$ cat src/rtl/obi_wb_data_bridge.sv
// OBI data port to Wishbone B4 classic bridge: one transaction outstanding, registered bus outputs.
// Grant is combinational in IDLE/RESP; rvalid follows the Wishbone termination by one cycle.
module obi_wb_data_bridge #(
  parameter int ADDR_WIDTH     = 32,
  parameter int DATA_WIDTH     = 32,
  parameter int TIMEOUT_CYCLES = 255
) (
  input  logic                    clk,
  input  logic                    rst_n,
  input  logic                    obi_req_i,
  output logic                    obi_gnt_o,
  input  logic [ADDR_WIDTH-1:0]   obi_addr_i,
  input  logic                    obi_we_i,
  input  logic [DATA_WIDTH/8-1:0] obi_be_i,
  input  logic [DATA_WIDTH-1:0]   obi_wdata_i,
  output logic                    obi_rvalid_o,
  output logic [DATA_WIDTH-1:0]   obi_rdata_o,
  output logic                    obi_err_o,
  output logic                    wb_cyc_o,
  output logic                    wb_stb_o,
  output logic                    wb_we_o,
  output logic [ADDR_WIDTH-1:0]   wb_adr_o,
  output logic [DATA_WIDTH/8-1:0] wb_sel_o,
  output logic [DATA_WIDTH-1:0]   wb_dat_o,
  input  logic [DATA_WIDTH-1:0]   wb_dat_i,
  input  logic                    wb_ack_i,
  input  logic                    wb_err_i
);

  localparam int BE_W  = DATA_WIDTH / 8;
  // A disabled timeout still needs a legal one-bit counter.
  localparam int CNT_W = (TIMEOUT_CYCLES > 0) ? $clog2(TIMEOUT_CYCLES + 1) : 1;

  typedef enum logic [1:0] {IDLE, BUS, RESP} state_t;

  state_t                  state_q;
  logic [CNT_W-1:0]        cnt_q;
  logic                    cyc_q;
  logic                    we_q;
  logic [ADDR_WIDTH-1:0]   adr_q;
  logic [BE_W-1:0]         sel_q;
  logic [DATA_WIDTH-1:0]   dat_q;
  logic                    rvalid_q;
  logic [DATA_WIDTH-1:0]   rdata_q;
  logic                    err_q;

  logic                    timeout_hit;
  logic                    term_d;
  logic                    err_d;
  logic [DATA_WIDTH-1:0]   rdata_d;

  assign obi_gnt_o = obi_req_i & ((state_q == IDLE) | (state_q == RESP));

  always_comb begin
    timeout_hit = 1'b0;
    if (TIMEOUT_CYCLES != 0) begin
      timeout_hit = (cnt_q == CNT_W'(TIMEOUT_CYCLES));
    end
    term_d  = wb_ack_i | wb_err_i | timeout_hit;
    // Anything other than a clean ack (bus error or timeout) is an error response.
    err_d   = wb_err_i | ~wb_ack_i;
    rdata_d = '0;
    if (wb_ack_i && !wb_err_i && !we_q) begin
      rdata_d = wb_dat_i;
    end
  end

  always_ff @(posedge clk or negedge rst_n) begin
    if (!rst_n) begin
      state_q  <= IDLE;
      cnt_q    <= '0;
      cyc_q    <= 1'b0;
      we_q     <= 1'b0;
      adr_q    <= '0;
      sel_q    <= '0;
      dat_q    <= '0;
      rvalid_q <= 1'b0;
      rdata_q  <= '0;
      err_q    <= 1'b0;
    end else begin
      rvalid_q <= 1'b0;
      case (state_q)
        IDLE, RESP: begin
          if (obi_gnt_o) begin
            state_q <= BUS;
            cnt_q   <= '0;
            cyc_q   <= 1'b1;
            we_q    <= obi_we_i;
            adr_q   <= {obi_addr_i[ADDR_WIDTH-1:2], 2'b00};
            sel_q   <= obi_be_i;
            dat_q   <= obi_wdata_i;
          end else begin
            state_q <= IDLE;
          end
        end
        BUS: begin
          if (term_d) begin
            state_q  <= RESP;
            cyc_q    <= 1'b0;
            rvalid_q <= 1'b1;
            rdata_q  <= rdata_d;
            err_q    <= err_d;
          end else if (cnt_q != {CNT_W{1'b1}}) begin
            // Saturate so a disabled timeout can never wrap into a false hit.
            cnt_q <= cnt_q + CNT_W'(1);
          end
        end
        default: state_q <= IDLE;
      endcase
    end
  end

  assign wb_cyc_o     = cyc_q;
  assign wb_stb_o     = cyc_q;
  assign wb_we_o      = we_q;
  assign wb_adr_o     = adr_q;
  assign wb_sel_o     = sel_q;
  assign wb_dat_o     = dat_q;
  assign obi_rvalid_o = rvalid_q;
  assign obi_rdata_o  = rdata_q;
  assign obi_err_o    = err_q;

endmodule
$ cat config.mk
export PLATFORM = sky130hd
export DESIGN_NAME = obi_wb_data_bridge
export DESIGN_NICKNAME = d
export VERILOG_FILES = /design/src/rtl/obi_wb_data_bridge.sv
export SDC_FILE = /design/constraint.sdc
export NUM_CORES = 1
export LEC_CHECK = 0
export BUFFER_PORTS_ARGS = -buffer_cell sky130_fd_sc_hd__buf_2
export CORE_MARGIN = 10
export CORE_UTILIZATION = 50
export DETAILED_ROUTE_END_ITERATION = 10
export PLACE_DENSITY_LB_ADDON = 0.25
export SKIP_LAST_GASP = 1
export SLEW_MARGIN = 20
export SYNTH_ARGS = -nofsm -noshare
export SYNTH_HDL_FRONTEND = slang
export SYNTH_SLANG_ARGS = --single-unit
export TNS_END_PERCENT = 1
$ cat constraint.sdc
create_clock -name clk -period 2.6 [get_ports clk]
set_clock_uncertainty 0.05 [all_clocks]
set_input_delay 0.39 -clock clk [delete_from_list [all_inputs] [get_ports clk]]
set_output_delay 0.39 -clock clk [all_outputs]
set_load 0.005 [all_outputs]
==> results.cfg, run 1 <==
[run_status]
outcome = finished, final reports clean

[sta]
rsz0062_at_grt = no
fin_setup_tns_ps = 0
slew_headroom_pct = 52.45
setup_slack_ps = 587.8
hold_viol = 0
max_freq_mhz = 497.0
final-setup-viol-count = 0
fin_crit_sh_pct = 77.39
fin_crit_ps = 2012
report.final.slew_viol_count = 0
worst_slew_pin_slew_ps = 713.3

[drt]
drtPass1Iterations = 4
vias_per_cell = 4.750
vias = 3786
wire_per_inst_um = 15.54
drt_wl_total_um = 12380
postRouteAntennaNets = 0
drc = 0
first_iter_violations = 173

[critical_path]
path_cells = nand2b_2 -> inv_2 -> buf_2
critical_path.max_stage_delay_ps = 400
worstPathMaxFanout = 30
cp_slowest_cell = dfrtp_1
endpoint_kind = primary output
path_class = reg2out
arrival_ps = 1570
startpoint_type = register
cp.required_ps = 2160

[cells_and_area]
n_antenna_cell = 0
drive_above_1_share_pct = 34.83
area_growth_pct = 29.94
fill_cells = 722
fin_cells = 797
layout_commonest_cell = nand2_1
layout_common_cells = nand2_1 (236), buf_2 (206), dfrtp_1 (112)
fin_nets = 791
finalInstanceArea_um2 = 5936

[die]
num_rows = 34
coreArea_um2 = 8806
initial_utilization_pct = 51.88
fp.dieW_um = 115.6
io_pins = 212
die_area_um2 = 13360
dieHeight_um = 115.6

[placement]
gp_congestion = 0.8075
dpl.hpwl_um = 9438
place_ws_ps = 712.9
numPlacedInstances = 780
port_buffers = 207
postPlaceCellArea_um2 = 5697

[synth]
ys_ff_latch = 112
syn_avg_cell_area_um2 = 9.458
muxShareOfSynthArea_pct = 7.231
synth_edf_count = 0
syn-cell-area_um2 = 4568
synth_top_family_by_area = simple AND/OR/NAND/NOR gates
yosysWarnings = 0
synth_cells = 483
synth-seq-area-share_pct = 61.35
synth-simple-area-share_pct = 22.27
synth_compound_area_share_pct = 2.602
yosys.area_share.adder_pct = 0.2739
async_flop_share_pct = 100.0
synth_cell_types = 28
ys.flop_type = dfrtp_1
synth-xor-area-share_pct = 0.1917

[clock_tree]
post_cts_buffers = 0
htreeDepth = 3
postCtsHoldBufs = 1
cts_resized = 0
tritoncts = yes
clock_latency_ps = 360
clk_pin_slew_worst_paths_ps = 100
root_buffer = clkbuf_8
clock_sinks = 112
clockBufferDepth = 2
numCtsBuffers = 9

[global_route]
grt_pass1_vias = 3768
overflow = 0
groute.usage.overall_pct = 17.85
grt_start_max_net_pins = 72
antenna_found_initial = 0
grt_pass1_wl_um = 18870

[pwr]
p_leak_nw = 3.351
finalPower_mw = 4.124
vdd_drop_max_mv = 0.4143
p_per_area_nw_per_um2 = 694.8

[min_path]
hold_path_class = in2reg

[flow_run]
maxCapViolCount = 0
==> kinds of logic (layout without fill, tap and decap cells) <==
group           Yosys count  in the layout
flops                   112            112
other cells               1              2
mux                      33             33
xor+xnor                  1              1
simple gates            256            256
compound gates           17             17
fa+ha+maj                 1              1
buf+inv                  62            267
==> final cells by class <==
cell class	count	area (µm²)	share of cell area (%)
flip-flops and latches	112	2803	47.22
multi-input cells	310	1500	25.27
clock inverters	6	91.34	1.539
repair buffers	217	1141	19.22
well taps	108	135.1	2.277
inverters	34	127.6	2.150
clock buffers	10	137.6	2.319
==> worst max-delay path, delay by kind of cell, from the launching register on <==
family        cells  cell delay [ps]
buf+inv           2              620
flops             1              400
simple gates      1              190
==> layer usage <==
layer | track usage, % | share of wire [%] | up-vias
li1 | - | - | 1875
met2 | 30.32 | 49 | 132
met4 | 5.068 | 1.1 | 0
met5 | 0 | 0 | -
met1 | 20.06 | 40 | 1763
met3 | 7.752 | 10 | 16
==> Yosys cell counts (all sizes together) (2+ instances only) <==
cell type    n  share of area, %
nand3        4              0.44
dfrtp      112                61
nand2      236                19
or4          2              0.33
nor2         5              0.41
clkbuf      16               1.3
inv         34               2.8
o211ai       2              0.33
nand2b       2              0.27
nor2b        2              0.27
o31a         2              0.44
buf         12               1.9
o21ai        3              0.41
nand4        2              0.27
mux2i       33               7.2
o31ai        3              0.49
a21oi        5              0.55
==> sequential cells by signal, indices dropped and copies added (netlist names) <==
signal,flops
cnt_q,8
wb_cyc_o,1
obi_rdata_o,32
obi_rvalid_o,1
wb_sel_o,4
wb_dat_o,32
wb_we_o,1
state_q,2
wb_adr_o,30
obi_err_o,1
==> path summary, 6_finish.rpt <==
path                                          start                        to  slack [ps]  cells after the start
setup / recovery             state_q[0]$_DFFE_PN0P_                 obi_gnt_o         590                      3
hold / removal                       obi_addr_i[26]  wb_adr_o[26]$_DFFE_PN0P_         160                      3
setup reg to reg             state_q[1]$_DFFE_PN0P_      cnt_q[7]$_DFFE_PN0P_         780                      4
hold reg to reg            wb_adr_o[20]$_DFFE_PN0P_  wb_adr_o[20]$_DFFE_PN0P_         430                      2
max in group asynchronous                     rst_n       wb_we_o$_DFFE_PN0P_        1410                      3
min in group asynchronous                     rst_n   wb_dat_o[3]$_DFFE_PN0P_         450                      2
==> power by group <==
group	switching [mW]	internal [mW]
logic	0.455	0.386
registers	0.136	1.99
clock network	0.580	0.575
total	1.17	2.95
==> per-stage QoR <==
| stage | hold WS [ps] | utilization [%] |
|---|---|---|
| after floorplan | 44.41 | - |
| after global placement | 298.2 | 64.69 |
| after detailed placement | 308.0 | 64.69 |
| after CTS | 144.3 | 67.41 |
| after global routing | 143.2 | 67.41 |
| final | 162.1 | 67.41 |
Power figures use the tool's default switching activity.
==> run 2: changes to the inputs <==
--- a/config.mk
+++ b/config.mk
@@ -5,9 +5,10 @@
 export SDC_FILE = /design/constraint.sdc
 export NUM_CORES = 1
 export LEC_CHECK = 0
+export ABC_AREA = 1
 export BUFFER_PORTS_ARGS = -buffer_cell sky130_fd_sc_hd__buf_2
 export CORE_MARGIN = 10
-export CORE_UTILIZATION = 50
+export CORE_UTILIZATION = 42
 export DETAILED_ROUTE_END_ITERATION = 10
 export PLACE_DENSITY_LB_ADDON = 0.25
 export SKIP_LAST_GASP = 1
==> constraint.sdc (replaced) <==
create_clock -name clk -period 1.65 [get_ports clk]
set_clock_uncertainty 0.05 [all_clocks]
set_input_delay 0.2475 -clock clk [delete_from_list [all_inputs] [get_ports clk]]
set_output_delay 0.2475 -clock clk [all_outputs]
set_load 0.005 [all_outputs]
==> run 2 against run 1 <==
Net effect:
- via count increased by 6.9%
- first-iteration DRC count rose by 44%
- synthesized cell count up 6.8%
==> results.cfg, run 2 <==
[cells_and_area]
multi_input_area_um2 = 1530
fin_nets = 832
drive_above_1_share_pct = 34.71
regArea_um2 = 2803
fill_cells = 943
layout_common_cells = nand2_1 (290), buf_2 (206), dfrtp_1 (112)
area_growth_pct = 34.20
layout_commonest_cell = nand2_1
n_antenna_cell = 0
fin_util_pct = 58.19

[pwr]
p_per_area_nw_per_um2 = 1053
finalPower_mw = 6.354
vdd_drop_max_mv = 0.4779
p_leak_nw = 3.405

[run_status]
outcome = finished, final reports clean

[sta]
report.final.slew_viol_count = 0
fin_crit_sh_pct = 96.99
hold_viol = 0
whs_ps = 19.29
setup_slack_ps = 49.65
fin_setup_tns_ps = 0
max_freq_mhz = 624.9
fin_crit_ps = 1600
final-setup-viol-count = 0
rsz0062_at_grt = yes

[placement]
dpl.hpwl_um = 9812
port_buffers = 207
gp_congestion = 0.8375
place_ws_ps = 49.21

[critical_path]
reg2reg_slack_ps = 60
arrival_ps = 1300
rr_worst_depth = 9
endpoint_kind = primary output
worstPathMaxFanout = 11
startpoint_type = register
path_class = reg2out
critPathLaunch = state_q[0]$_DFFE_PN0P_
critPathCapture = obi_gnt_o
rr_startpoint = cnt_q[1]$_DFFE_PN0P_
timing.rr.end = obi_rdata_o[17]$_DFFE_PN0P_
cp.required_ps = 1350

[synth]
synth_common_cells = nand2_1 (292), dfrtp_1 (112), o21ai_1 (26)
synth_cell_types = 24
async_flop_share_pct = 100.0
syn-cell-area_um2 = 4497
synth_area_leaders = dfrtp_1 (62%), nand2_1 (24%), o21ai_1 (2.9%)
ys.flop_type = dfrtp_1
synth_top_cell_by_area = dfrtp_1
synth_top_cell_area_share_pct = 62.33
synth-seq-area-share_pct = 62.33
yosys.cell_count.top_type = nand2_1
synth_cells = 516
ys_ff_latch = 112
synth_edf_count = 0
syn_avg_cell_area_um2 = 8.715
yosysWarnings = 0

[die]
initial_utilization_pct = 43.36
num_rows = 37
coreArea_um2 = 10370
fp.dieW_um = 123.5
die_area_um2 = 15250
dieHeight_um = 123.5
io_pins = 212

[drt]
vias_per_cell = 4.677
vias = 4046
postRouteAntennaNets = 0
drt_wl_total_um = 13470
drtPass1Iterations = 5
wire_per_inst_um = 15.57
first_iter_violations = 249
drc = 0

[clock_tree]
clockBufferDepth = 2
clock_latency_ps = 360
numCtsBuffers = 9
clock_sinks = 112
tritoncts = yes
htreeDepth = 3
clk_pin_slew_worst_paths_ps = 100
root_buffer = clkbuf_8

[min_path]
hold_path_class = in2reg

[global_route]
grt_pass1_vias = 4015
antenna_found_initial = 1
groute.usage.overall_pct = 16.72
grt_pass1_wl_um = 20360
grt_start_max_net_pins = 75
overflow = 0

[flow_run]
maxCapViolCount = 0
[run 2: cell types whose count changed after synthesis, moves of 4 or more]
| cell | delta |
|---|---|
| inv_1 | -24 |
| a21oi_1 | -4 |
| buf_4 | -5 |
| nand2_2 | +5 |
| buf_2 | +7 |
| nor2_1 | +8 |
| nand3_1 | +5 |
| o21ai_0 | +5 |
| o21ai_1 | +26 |
| clkbuf_1 | -6 |
| nand2_1 | +56 |
| mux2i_1 | -33 |
[run 2: cell type report]
| type | instances | area share, % |
|---|---|---|
| flip-flops and latches | 112 | 46.44 |
| repair buffers | 224 | 21.58 |
| clock buffers | 13 | 2.467 |
| multi-input cells | 367 | 25.36 |
| well taps | 136 | 2.820 |
| clock inverters | 2 | 0.6428 |
| inverters | 11 | 0.6842 |
[run 2: cells by family after synthesis]
kind of cell | after synthesis | synth area share (%)
XOR/XNOR | 1 | 0.1948
other | 1 | 0.08339
AND/OR/NAND/NOR | 323 | 27.94
buffers and inverters | 39 | 4.452
AO/OA/AOI/OAI | 39 | 4.730
flip-flops | 112 | 62.33
adder cells (fa/ha/maj) | 1 | 0.2782
[run 2: report_power, final]
part | internal (mW) | switching [mW]
Clock | 0.746 | 0.877
Combinational | 0.633 | 0.760
Sequential | 3.13 | 0.212
Total | 4.51 | 1.85
[run 2: repair_timing]
item | 4_1_cts | 5_1_grt
hold endpoints to repair | 113 | 0
endpoints found under the setup margin | 0 | 36
hold buffers | 2 | 0
gates resized for setup | 0 | 8
buffers inserted | 0 | 1
[run 2: worst min-delay path by stage]
stage                    startpoint                  endpoint  slack [ps]  depth (start not counted)
floorplan                     rst_n      cnt_q[0]$_DFFE_PN0P_        -100                          0
global placement              rst_n   wb_adr_o[3]$_DFFE_PN0P_         220                          2
detailed placement            rst_n   wb_adr_o[2]$_DFFE_PN0P_         220                          2
CTS                 obi_wdata_i[20]  wb_dat_o[20]$_DFFE_PN0P_           1                          3
global route         obi_wdata_i[1]   wb_dat_o[1]$_DFFE_PN0P_           5                          3
finish               obi_wdata_i[0]   wb_dat_o[0]$_DFFE_PN0P_          20                          3
[run 2: worst max-delay path, cell delays in order (launching register included)]
cell	delay [ps]
dfrtp_1	370
inv_1	90
nand2_2	90
inv_2	220
buf_2	170
[run 2: through the flow]
step,std cells,area (µm²)
final,865,6035
after global routing,865,6035
after CTS,859,5901
after detailed placement,842,5693
after global placement,842,5693
after floorplan,517,4501
[run 2: metal layers]
metal	track usage [%]	vias to the layer above	routed length (µm)
met2	25.77	191	5989
met4	5.677	2	162
met1	19.63	1846	5376
li1	-	1993	-
met3	8.888	14	1922
met5	0	-	20
==> run 3: changes to the inputs <==
--- a/config.mk
+++ b/config.mk
@@ -10,6 +10,7 @@
 export CORE_MARGIN = 10
 export CORE_UTILIZATION = 42
 export DETAILED_ROUTE_END_ITERATION = 10
+export MAX_ROUTING_LAYER = met4
 export PLACE_DENSITY_LB_ADDON = 0.25
 export SKIP_LAST_GASP = 1
 export SLEW_MARGIN = 20
==> run 3 against run 2 <==
Net effect:
- setup slack is essentially flat
- die area unchanged
- combinational power is essentially flat
- largest cell class unchanged
- cell area about the same
- first-iteration DRC count fell by 6.0%
- worst hold slack better by 2.1 ps
- flip-flop and latch count stayed put
- critical path depth did not move
- non-clock buffer count stayed put
- clock power is essentially flat
- sequential share of layout area about the same
==> results.cfg, run 3 (synthesis gave the netlist of run 2 again) <==
[run_status]
outcome = finished, final reports clean

[pwr]
p_sw_mw = 1.845
p_per_area_nw_per_um2 = 1052
finalPower_mw = 6.351
power_frac_clock_pct = 25.5
power.internal_mw = 4.506
p_leak_nw = 3.405
p_sw_share_pct = 29.06
vdd_drop_max_mv = 0.4776
p_seq_share_pct = 52.6
pwr-share-comb_pct = 21.9

[global_route]
use_met2_pct = 25.70
grt_use_met1_pct = 21.05
antenna_found_initial = 1
groute.usage.overall_pct = 17.19
grt_pass1_vias = 4038
grt.busiest_layer = met2
grt_pass1_wl_um = 20210
overflow = 0
grtUsageMet3_pct = 6.563
grt_start_max_net_pins = 75

[critical_path]
arrival_ps = 1300
cp.required_ps = 1350
critPathTopFamily = buffers and inverters
reg2reg_slack_ps = 50
path_cells = inv_1 -> nand2_2 -> inv_2 -> buf_2
rr_startpoint = cnt_q[1]$_DFFE_PN0P_
startpoint_type = register
critical_path.max_stage_delay_ps = 370
critPathLaunch = state_q[0]$_DFFE_PN0P_
path_buf_inv = 3
worstPathMaxFanout = 11
cp_slowest_cell = dfrtp_1
endpoint_kind = primary output
path_class = reg2out

[die]
num_rows = 37
io_pins = 212
initial_utilization_pct = 43.36
coreArea_um2 = 10370
dieHeight_um = 123.5
fp.dieW_um = 123.5
die_area_um2 = 15250

[clock_tree]
tritoncts = yes
clock_latency_ps = 360
clock_sinks = 112
clockBufferDepth = 2
numCtsBuffers = 9
htreeDepth = 3
clk_pin_slew_worst_paths_ps = 100
root_buffer = clkbuf_8

[sta]
fin_crit_sh_pct = 96.98
fin_crit_ps = 1600
rsz0062_at_grt = yes
hold_viol = 0
report.final.slew_viol_count = 0
whs_ps = 21.37
max_freq_mhz = 625.0
final-setup-viol-count = 0

[cells_and_area]
layout_commonest_cell = nand2_1
drive_above_1_share_pct = 34.71
fin_cells = 866
finalInstanceArea_um2 = 6037
fill_cells = 942
layout_common_cells = nand2_1 (290), buf_2 (206), dfrtp_1 (112)
area_growth_pct = 34.25
fin_nets = 832

[flow_run]
maxCapViolCount = 0

[drt]
vias = 4066
first_iter_violations = 234
drt_wl_total_um = 13470
vias_per_cell = 4.695
postRouteAntennaNets = 0
drtPass1Iterations = 7
drc = 0
wire_per_inst_um = 15.56

[placement]
numPlacedInstances = 842
postPlaceCellArea_um2 = 5693
port_buffers = 207
gp_congestion = 0.8504
dpl.hpwl_um = 9812

[min_path]
hp-start = obi_wdata_i[0]
hold_path_class = in2reg
==> run 3: cell count changes in the layout (fill, tap and decap cells not counted), sizes merged <==
cell and delta:
diode +1
==> run 3: per-stage QoR <==
stage | TNS [ps] | util, % | setup WS, ps
detailed placement | 0 | 54.90 | 49.21
CTS | 0 | 56.90 | 36.85
floorplan | 0 | - | 144.4
finish | 0 | 58.22 | 49.88
global placement | 0 | 54.90 | 98.33
global route | -1893 | 58.22 | -74.05
==> run 3: what timing repair did <==
item | CTS | global route
gates resized for setup | 0 | 8
buffers inserted | 0 | 1
setup endpoints to repair | 0 | 36
hold endpoints to repair | 113 | 0
hold buffers | 2 | 0
==> run 3: worst register-to-register path: cells and delay by family (launching register included) <==
family,cells,cell delay [ps]
AOI/OAI and AO/OA,1,70
adders and majority gates,1,210
buffers and inverters,1,200
DFF,1,380
and+or+nand+nor,6,580
==> run 3: per-layer routing <==
metal  up-vias  routed length [µm]
li1       1996                   -
met1      1885                5780
met2       174                6042
met3        11                1501
met4         0                 146
met5         -                   0
==> run 3: final cells by class <==
cell class	instances	area [µm²]	share of cell area, %
flip-flops and latches	112	2803	46.42
multi-input cells	367	1530	25.35
repair buffers	224	1303	21.58
well taps	136	170.2	2.819
clock buffers	13	148.9	2.466
inverters	11	41.29	0.6839
clock inverters	2	38.79	0.6425
diodes	1	2.502	0.04145
==> run 3: power by group through the flow <==
stage / Clock [mW] / Combinational [mW] / Sequential [mW]
detailed placement: 0 / 1.34 / 3.38
global placement: 0 / 1.31 / 3.37
global route: 1.77 / 1.58 / 3.39
finish: 1.62 / 1.39 / 3.34
CTS: 1.68 / 1.34 / 3.34
floorplan: 0 / 0.537 / 3.41
==> run 3: final timing paths <==
check | end | depth (start not counted)
max | obi_gnt_o | 4
max in group asynchronous | wb_adr_o[18]$_DFFE_PN0P_ | 3
max reg2reg | obi_rdata_o[17]$_DFFE_PN0P_ | 9
min in group asynchronous | wb_adr_o[4]$_DFFE_PN0P_ | 3
min | wb_dat_o[0]$_DFFE_PN0P_ | 3
min reg2reg | wb_adr_o[9]$_DFFE_PN0P_ | 2
